==> src/rtl/cntlz_seq.sv <==
// Multi-cycle leading-zero / leading-one counter for wide operands.
// Scans 32 bits per cycle, most-significant chunk first, and stops at the first non-zero chunk.
module cntlz_seq #(
  parameter  int W  = 128,
  localparam int CW = $clog2(W) + 1
) (
  input  logic          clk,
  input  logic          rst,
  input  logic          ce,
  input  logic          i_valid,
  output logic          i_ready,
  input  logic [W-1:0]  i_data,
  input  logic          i_ones,
  output logic          o_valid,
  input  logic          o_ready,
  output logic [CW-1:0] o_cnt,
  output logic          busy
);

  localparam int NCH = W / 32;
  localparam int IW  = (NCH > 1) ? $clog2(NCH) : 1;

  typedef enum logic [1:0] {
    IDLE,
    SCAN,
    DONE
  } state_t;

  state_t        state, state_n;
  logic [W-1:0]  sreg, sreg_n;
  logic [CW-1:0] acc, acc_n;
  logic [IW-1:0] idx, idx_n;
  logic [31:0]   top;
  logic [5:0]    z;

  assign top = sreg[W-1 -: 32];

  // Lowest-to-highest sweep: the last hit is the most significant set bit.
  always_comb begin
    z = 6'd32;
    for (int i = 0; i < 32; i++) begin
      if (top[i]) z = 6'(31 - i);
    end
  end

  always_ff @(posedge clk) begin
    if (rst) begin
      state <= IDLE;
      sreg  <= '0;
      acc   <= '0;
      idx   <= '0;
    end else begin
      state <= state_n;
      sreg  <= sreg_n;
      acc   <= acc_n;
      idx   <= idx_n;
    end
  end

  always_comb begin
    state_n = state;
    sreg_n  = sreg;
    acc_n   = acc;
    idx_n   = idx;
    if (ce) begin
      case (state)
        IDLE: begin
          if (i_valid) begin
            // Leading ones become leading zeros, so one counter serves both modes.
            sreg_n  = i_ones ? ~i_data : i_data;
            acc_n   = '0;
            idx_n   = '0;
            state_n = SCAN;
          end
        end
        SCAN: begin
          acc_n = acc + CW'(z);
          if (z != 6'd32 || idx == IW'(NCH - 1)) begin
            state_n = DONE;
          end else begin
            sreg_n = sreg << 32;
            idx_n  = idx + IW'(1);
          end
        end
        DONE: begin
          if (o_ready) state_n = IDLE;
        end
        default: state_n = IDLE;
      endcase
    end
  end

  assign i_ready = (state == IDLE) & ce;
  assign o_valid = (state == DONE) & ce;
  assign o_cnt   = acc;
  assign busy    = (state != IDLE);

endmodule

==> config.mk <==
export PLATFORM = sky130hd
export DESIGN_NAME = cntlz_seq
export DESIGN_NICKNAME = d
export VERILOG_FILES = /design/src/rtl/cntlz_seq.sv
export SDC_FILE = /design/constraint.sdc
export NUM_CORES = 1
export LEC_CHECK = 0
export ABC_AREA = 1
export BUFFER_PORTS_ARGS = -buffer_cell sky130_fd_sc_hd__buf_2
export CORE_ASPECT_RATIO = 1.2
export CORE_MARGIN = 2
export CORE_UTILIZATION = 30
export CTS_BUF_LIST = sky130_fd_sc_hd__clkbuf_8
export DETAILED_ROUTE_END_ITERATION = 10
export HOLD_SLACK_MARGIN = 0.12
export PLACE_DENSITY_LB_ADDON = 0.1
export SLEW_MARGIN = 20
export SYNTH_ARGS = -nofsm -noshare
export SYNTH_HDL_FRONTEND = slang
export SYNTH_SLANG_ARGS = --single-unit
==> constraint.sdc <==
create_clock -name clk -period 3.27 [get_ports clk]
set_input_delay 0.654 -clock clk [delete_from_list [all_inputs] [get_ports clk]]
set_output_delay 0.654 -clock clk [all_outputs]
set_load 0.01 [all_outputs]
## After elaboration in Yosys (flattened, before gate mapping)

Index checks and enable logic that the tools add are counted.

| cells by class | value |
|---|---|
| $add $sub $neg | 2 |
| equality and inequality tests | 8 |
| muxes and demuxes | 45 |
| bitwise gates (word level) | 3 |
| reductions and logical operators | 7 |

Operators with widths:

| kind | count |
|---|---|
| $mux W128 | 3 |
| $pmux W128 S2 | 1 |
| $mux W6 | 32 |
| $not A128 Y128 | 1 |
| $pmux W8 S2 | 1 |
| $mux W2 | 5 |
| $add A8 B6 Y8 | 1 |
| $mux W8 | 1 |
| $ne A2 B2 Y1 const B | 4 |
| $reduce_and A4 Y1 | 2 |
| $ne A6 B6 Y1 const B | 1 |
| $pmux W2 S3 | 1 |
| $eq A2 B2 Y1 const B | 2 |
| $pmux W2 S2 | 1 |
| $reduce_bool A2 Y1 | 2 |
| $reduce_and A3 Y1 | 1 |
| $add A2 B1 Y2 const B | 1 |
| $and A1 B1 Y1 | 2 |
| $eq A2 B1 Y1 const B | 1 |
| $logic_not A2 Y1 | 1 |
| $logic_or A1 B1 Y1 | 1 |

| storage, ports and cells | value |
|---|---|
| bits in registers | 140 |
| input port bits | 134 |
| output and inout bits | 11 |
| logic and storage cells | 69 |

## Logic depth before layout (Yosys ltp)

| depth | value |
|---|---|
| depth after elaboration | 36 |
| mapped depth | 42 |
| mapped depth without buffers | 42 |

## Worst setup path before layout

Ideal clock, no wire load.

| timing path | value |
|---|---|
| path type | register to register |
| start point | register sreg[97] |
| end point | register acc[6], in the netlist o_cnt[6] |
| library setup time | 78 ps |
| data arrival time | 2,887 ps |
| data required time | 3,192 ps |
| path slack | 306 ps |
| stages on the path, launching flop included | 43 |
| path through | dfxtp_1 -> inv_1 -> nand2_1 -> nand2_1 -> nand2_1 -> nand2_1 -> nand2_1 -> nand2_1 -> nand2_1 -> nand2_1 -> nand2_1 -> nand2_1 -> nand2_1 -> nand2_1 -> nand2_1 -> nand2_1 -> nand2_1 -> nand2_1 -> [7 not listed] -> nand2_1 -> nand2_1 -> nand2_1 -> nand2_1 -> nand2_1 -> nand2_1 -> a21oi_2 -> ha_1 -> fa_1 -> inv_1 -> o31ai_1 -> inv_1 -> nor2_1 -> o21ai_0 -> nand2_1 -> nand2_1 -> nor2_1 -> nor3_1 |

| on the way | value |
|---|---|
| word-level cells in the longest chain between the ends | 33 |

RTL lines:

| element | line | text |
|---|---|---|
| from (decl) | 30 | `logic [W-1:0] sreg, sreg_n;` |
| from (signal assigned) | 54 | `sreg <= sreg_n;` |
| $mux W6 (31 in a row) | 42 | `if (top[i]) z = 6'(31 - i);` |
| $add A8 B6 Y8 | 77 | `acc_n = acc + CW'(z);` |
| $pmux W8 S2 | 66 | `case (state)` |
| to (signal assigned) | 55 | `acc <= acc_n;` |
| to (decl) | 31 | `logic [CW-1:0] acc, acc_n;` |

Every way passes these cells.
A chain may end at the register's enable or synchronous reset.

## Final worst setup path

Same ends and word-level chain as after synthesis.

==> metrics.md <==
| Metric | Value |
|---|---|
| Type of the worst setup path | `flip-flop to flip-flop` |
| Max-slew headroom | `0.5010` |
| RSZ-0062 raised after global routing | `yes` |
| Sequential power share | `0.441` |
| Count leader, synth | `o21ai_0` |
| Syn_area_per_cell | `between 6 and 7 um2` |
| Clk_skew | `0.01378 ns` |
| FF-to-FF setup slack | `about 0.064 ns` |
| Area Growth Syn to Fin | `19.09%` |
| CTS Buffer Depth | `2` |
| Worst path max stage delay | `0.33 ns` |
| Data required, critical path | `3.62 ns` |
| Setup crit start kind | `flip-flop` |
| Main flop type after synthesis | `dfxtp_1` |
| Worst VDD drop | `0.1976 mV` |
| Total track usage | `0.1875` |
| Total Power | `4.346 mW` |
| Crit path top cell by count | `nand2_1` |
| Final Hold Vio Count | `0` |
| Synth Area in Simple Gates | `0.2207` |
| NetSw | `between 1 and 1.5 mW` |
| Yosys reg bits | `140` |
| Synth Area in Compound Gates | `0.3026` |
| Max-cap viol count | `0` |
| Post-CTS Hold Fix Bufs | `0` |
| Vias | `between 7000 and 8000` |
| Post-Place Setup Slack | `-0.01634 ns` |
| Cell taking the most area after synthesis | `dfxtp_1` |
| Netlist Area Pre-Place | `7624 um2` |
| Sum of negative setup slack | `0 ns` |
| Post-synth cell types | `40` |
| Synth cell count leaders | `o21ai_0 (196), nand2_1 (180), nor2_1 (144), dfxtp_1 (140), a21oi_1 (103)` |
| Largest family of logic cells by synthesized area | `compound AO/OA/AOI/OAI gates` |
| Routability congestion estimate | `roughly 0.78` |
| Die extent in x | `149.5 um` |
| Clk pin slew, worst setup/hold paths | `0.09 ns` |
| HP Start | `sreg[64]` |
| Worst setup path end | `o_cnt[6]` |
| Ys Warns | `0` |
| Largest net degree at the start of global routing | `204` |
| Combinational share of power | `0.208` |
| Fin crit period | `between 3 and 4 ns` |
| Number of flops mapped to enable cells by yosys | `0` |
| Clock Tree Root | `clkbuf_8` |
| XOR/XNOR Fraction of Synth Area | `0.01494` |
| # setup viols final | `0` |
| Skew-Pair Late Insertion Delay | `~0.45 ns` |
| Fin Hold WS | `0.4726 ns` |
| Sequential share of the synthesized area | `0.3676` |
| Crit path DAT | `3.55 ns` |
| DR WL/cell | `roughly 16 um` |
| Top-area cell type share of the netlist area | `0.3676` |
| Vias per cell | `between 4 and 5` |
| Slowest-stage cell, CP | `dfxtp_2` |
| HPWL Detailed | `17.29 mm` |
| CP max FO | `2` |
| Synthesized Nets | `about 1300` |
| CP endpoint kind | `flip-flop` |
| Critical R2R Launch | `sreg[97]` |
| PD cells | `between 400 and 500 nW/um2` |
| First-pass DRT Iterations | `5` |
| Die area | `approximately 27000 um2` |
| Placement Rows | `63` |
| WL final | `24.86 mm` |
| Reg2reg end | `o_cnt[6]` |
| Core box area | `~25000 um2` |
| Async set-or-reset flop fraction in the synthesized netlist | `0` |
| Die height | `178.6 um` |
| Top post-synthesis cells by area | `dfxtp_1 (37%), o21ai_0 (13%), nand2_1 (8.9%)` |
| Mux cell area share after synthesis | `0` |
| Clock Sinks | `140` |
| Post-Synthesis Cells | `~1100` |
| Clk pwr share | `0.351` |
| Critical path origin | `sreg[97]` |
| GRT Residual Overflow | `0` |
| Leak Pwr | `roughly 3.7 nW` |
| Part of the cycle the worst path needs | `0.9804` |
| CTS tree | `yes` |
| Switching share of power | `0.3217` |
| Internal power component | `2.948 mW` |
| # diodes | `0` |
| Initial antenna violation count | `1` |
| F_max | `a little over 300 MHz` |
| Final #Nets | `1352` |
| Slew @ Worst Pin | `between 0.7 and 0.8 ns` |
| Adder-cell share of the synthesized area | `0.01411` |
| Status | `finished, final reports clean` |
| Final Worst Setup Slack | `0.06418 ns` |
| First-pass GRT wire length | `between 30 and 40 mm` |
| Layout cells sized above 1 | `0.2191` |
| IO buf count | `144` |
| Antenna violation net count after detailed routing | `0` |
| Pins Over Slew Limit | `0` |
| Remaining routing DRC violations | `0` |
| Fillers | `2774` |
| Hold Path Class | `flip-flop to flip-flop` |
| Num CTS Buffers | `17` |
| Top Ports | `about 150` |
| CTS H-Tree Depth | `4` |
| Initial Utilization | `0.3070` |
| Worst R2R Path Depth | `42` |
| Vias in the first global route | `6881` |
| Initial DRC Count | `398` |
[per-layer routing]
layer | global-route usage | routed length (um)
met1 | 0.2490 | 11760
met2 | 0.3154 | 12070
met3 | 0.02864 | 625
met4 | 0.05159 | 404
met5 | 0 | 0
[cell type report]
type,instances,area [um2],area share
clock buffers,17,234.0,0.02577
clock inverters,15,187.7,0.02067
inverters,53,200.2,0.02205
multi-input cells,835,4274,0.4708
flip-flops and latches,140,2806,0.3091
well taps,325,406.6,0.04479
repair buffers,163,969.7,0.1068
[worst max-delay path, delay by kind of cell (launching register included)]
family,cells,cell delay (ns)
flops,1,0.33
simple gates,34,1.78
buf+inv,3,0.18
compound gates,3,0.38
fa+ha+maj,2,0.44
[cells by family after synthesis]
kind of cell,count (synthesis)
AOI/OAI and AO/OA,412
xor gates and xnor gates,13
adders and majority gates,8
buffers and inverters,145
DFF,140
and+or+nand+nor,402
[power groups by stage]
stage / Clock, mW / Sequential [mW] / Combinational, mW
2_1_floorplan: 0 / 1.93 / 0.619
3_5_place_dp: 0 / 1.95 / 0.900
5_1_grt: 1.65 / 1.93 / 1.04
6_report: 1.53 / 1.92 / 0.902
4_1_cts: 1.57 / 1.92 / 0.907
3_3_place_gp: 0 / 1.95 / 0.899
[timing repair]
| action | CTS | global route |
|---|---|---|
| pin swaps | 0 | 11 |
| resized for setup | 2 | 17 |
| setup endpoints to repair | 2 | 5 |
| setup buffers | 0 | 3 |
[stage by stage]
| step | area (um2) | util | std cells |
|---|---|---|---|
| 2_1_floorplan | 7624 | - | 1120 |
| 3_3_place_gp | 8584 | 0.3457 | 1513 |
| 3_5_place_dp | 8584 | 0.3457 | 1513 |
| 4_1_cts | 9014 | 0.3630 | 1545 |
| 5_1_grt | 9079 | 0.3656 | 1548 |
| 6_report | 9079 | 0.3656 | 1548 |
[worst min path at each step]
stage | slack (ns) | cells past startpoint | to
4_1_cts | 0.47 | 2 | sreg[97]
2_1_floorplan | 0.44 | 2 | sreg[97]
5_1_grt | 0.49 | 4 | sreg[95]
6_report | 0.47 | 2 | sreg[96]
3_5_place_dp | 0.46 | 2 | sreg[97]
3_3_place_gp | 0.46 | 2 | sreg[97]
[registers in the layout, summed over array words and instances, names as in the netlist]
register,flops
idx,2
o_cnt,8
sreg,128
state,2
[cells in the final DEF, fill, tap and decap left out, drive strengths merged]
master / count
ha: 7
clkinv: 5
nor4: 2
nor2: 145
nor3: 11
fa: 1
dfxtp: 140
o22ai: 8
clkbuf: 17
a22oi: 2
a311oi: 5
xor2: 5
a211oi: 11
nand3b: 2
and3: 1
or2: 32
nand3: 28
o211ai: 1
o21ai: 203
clkinvlp: 3
a21oi: 104
o311ai: 1
a31oi: 75
bufinv: 3
xnor2: 8
buf: 163
inv: 57
nand2: 181
o31ai: 2
Note: power is estimated with default switching activity, not from simulation.
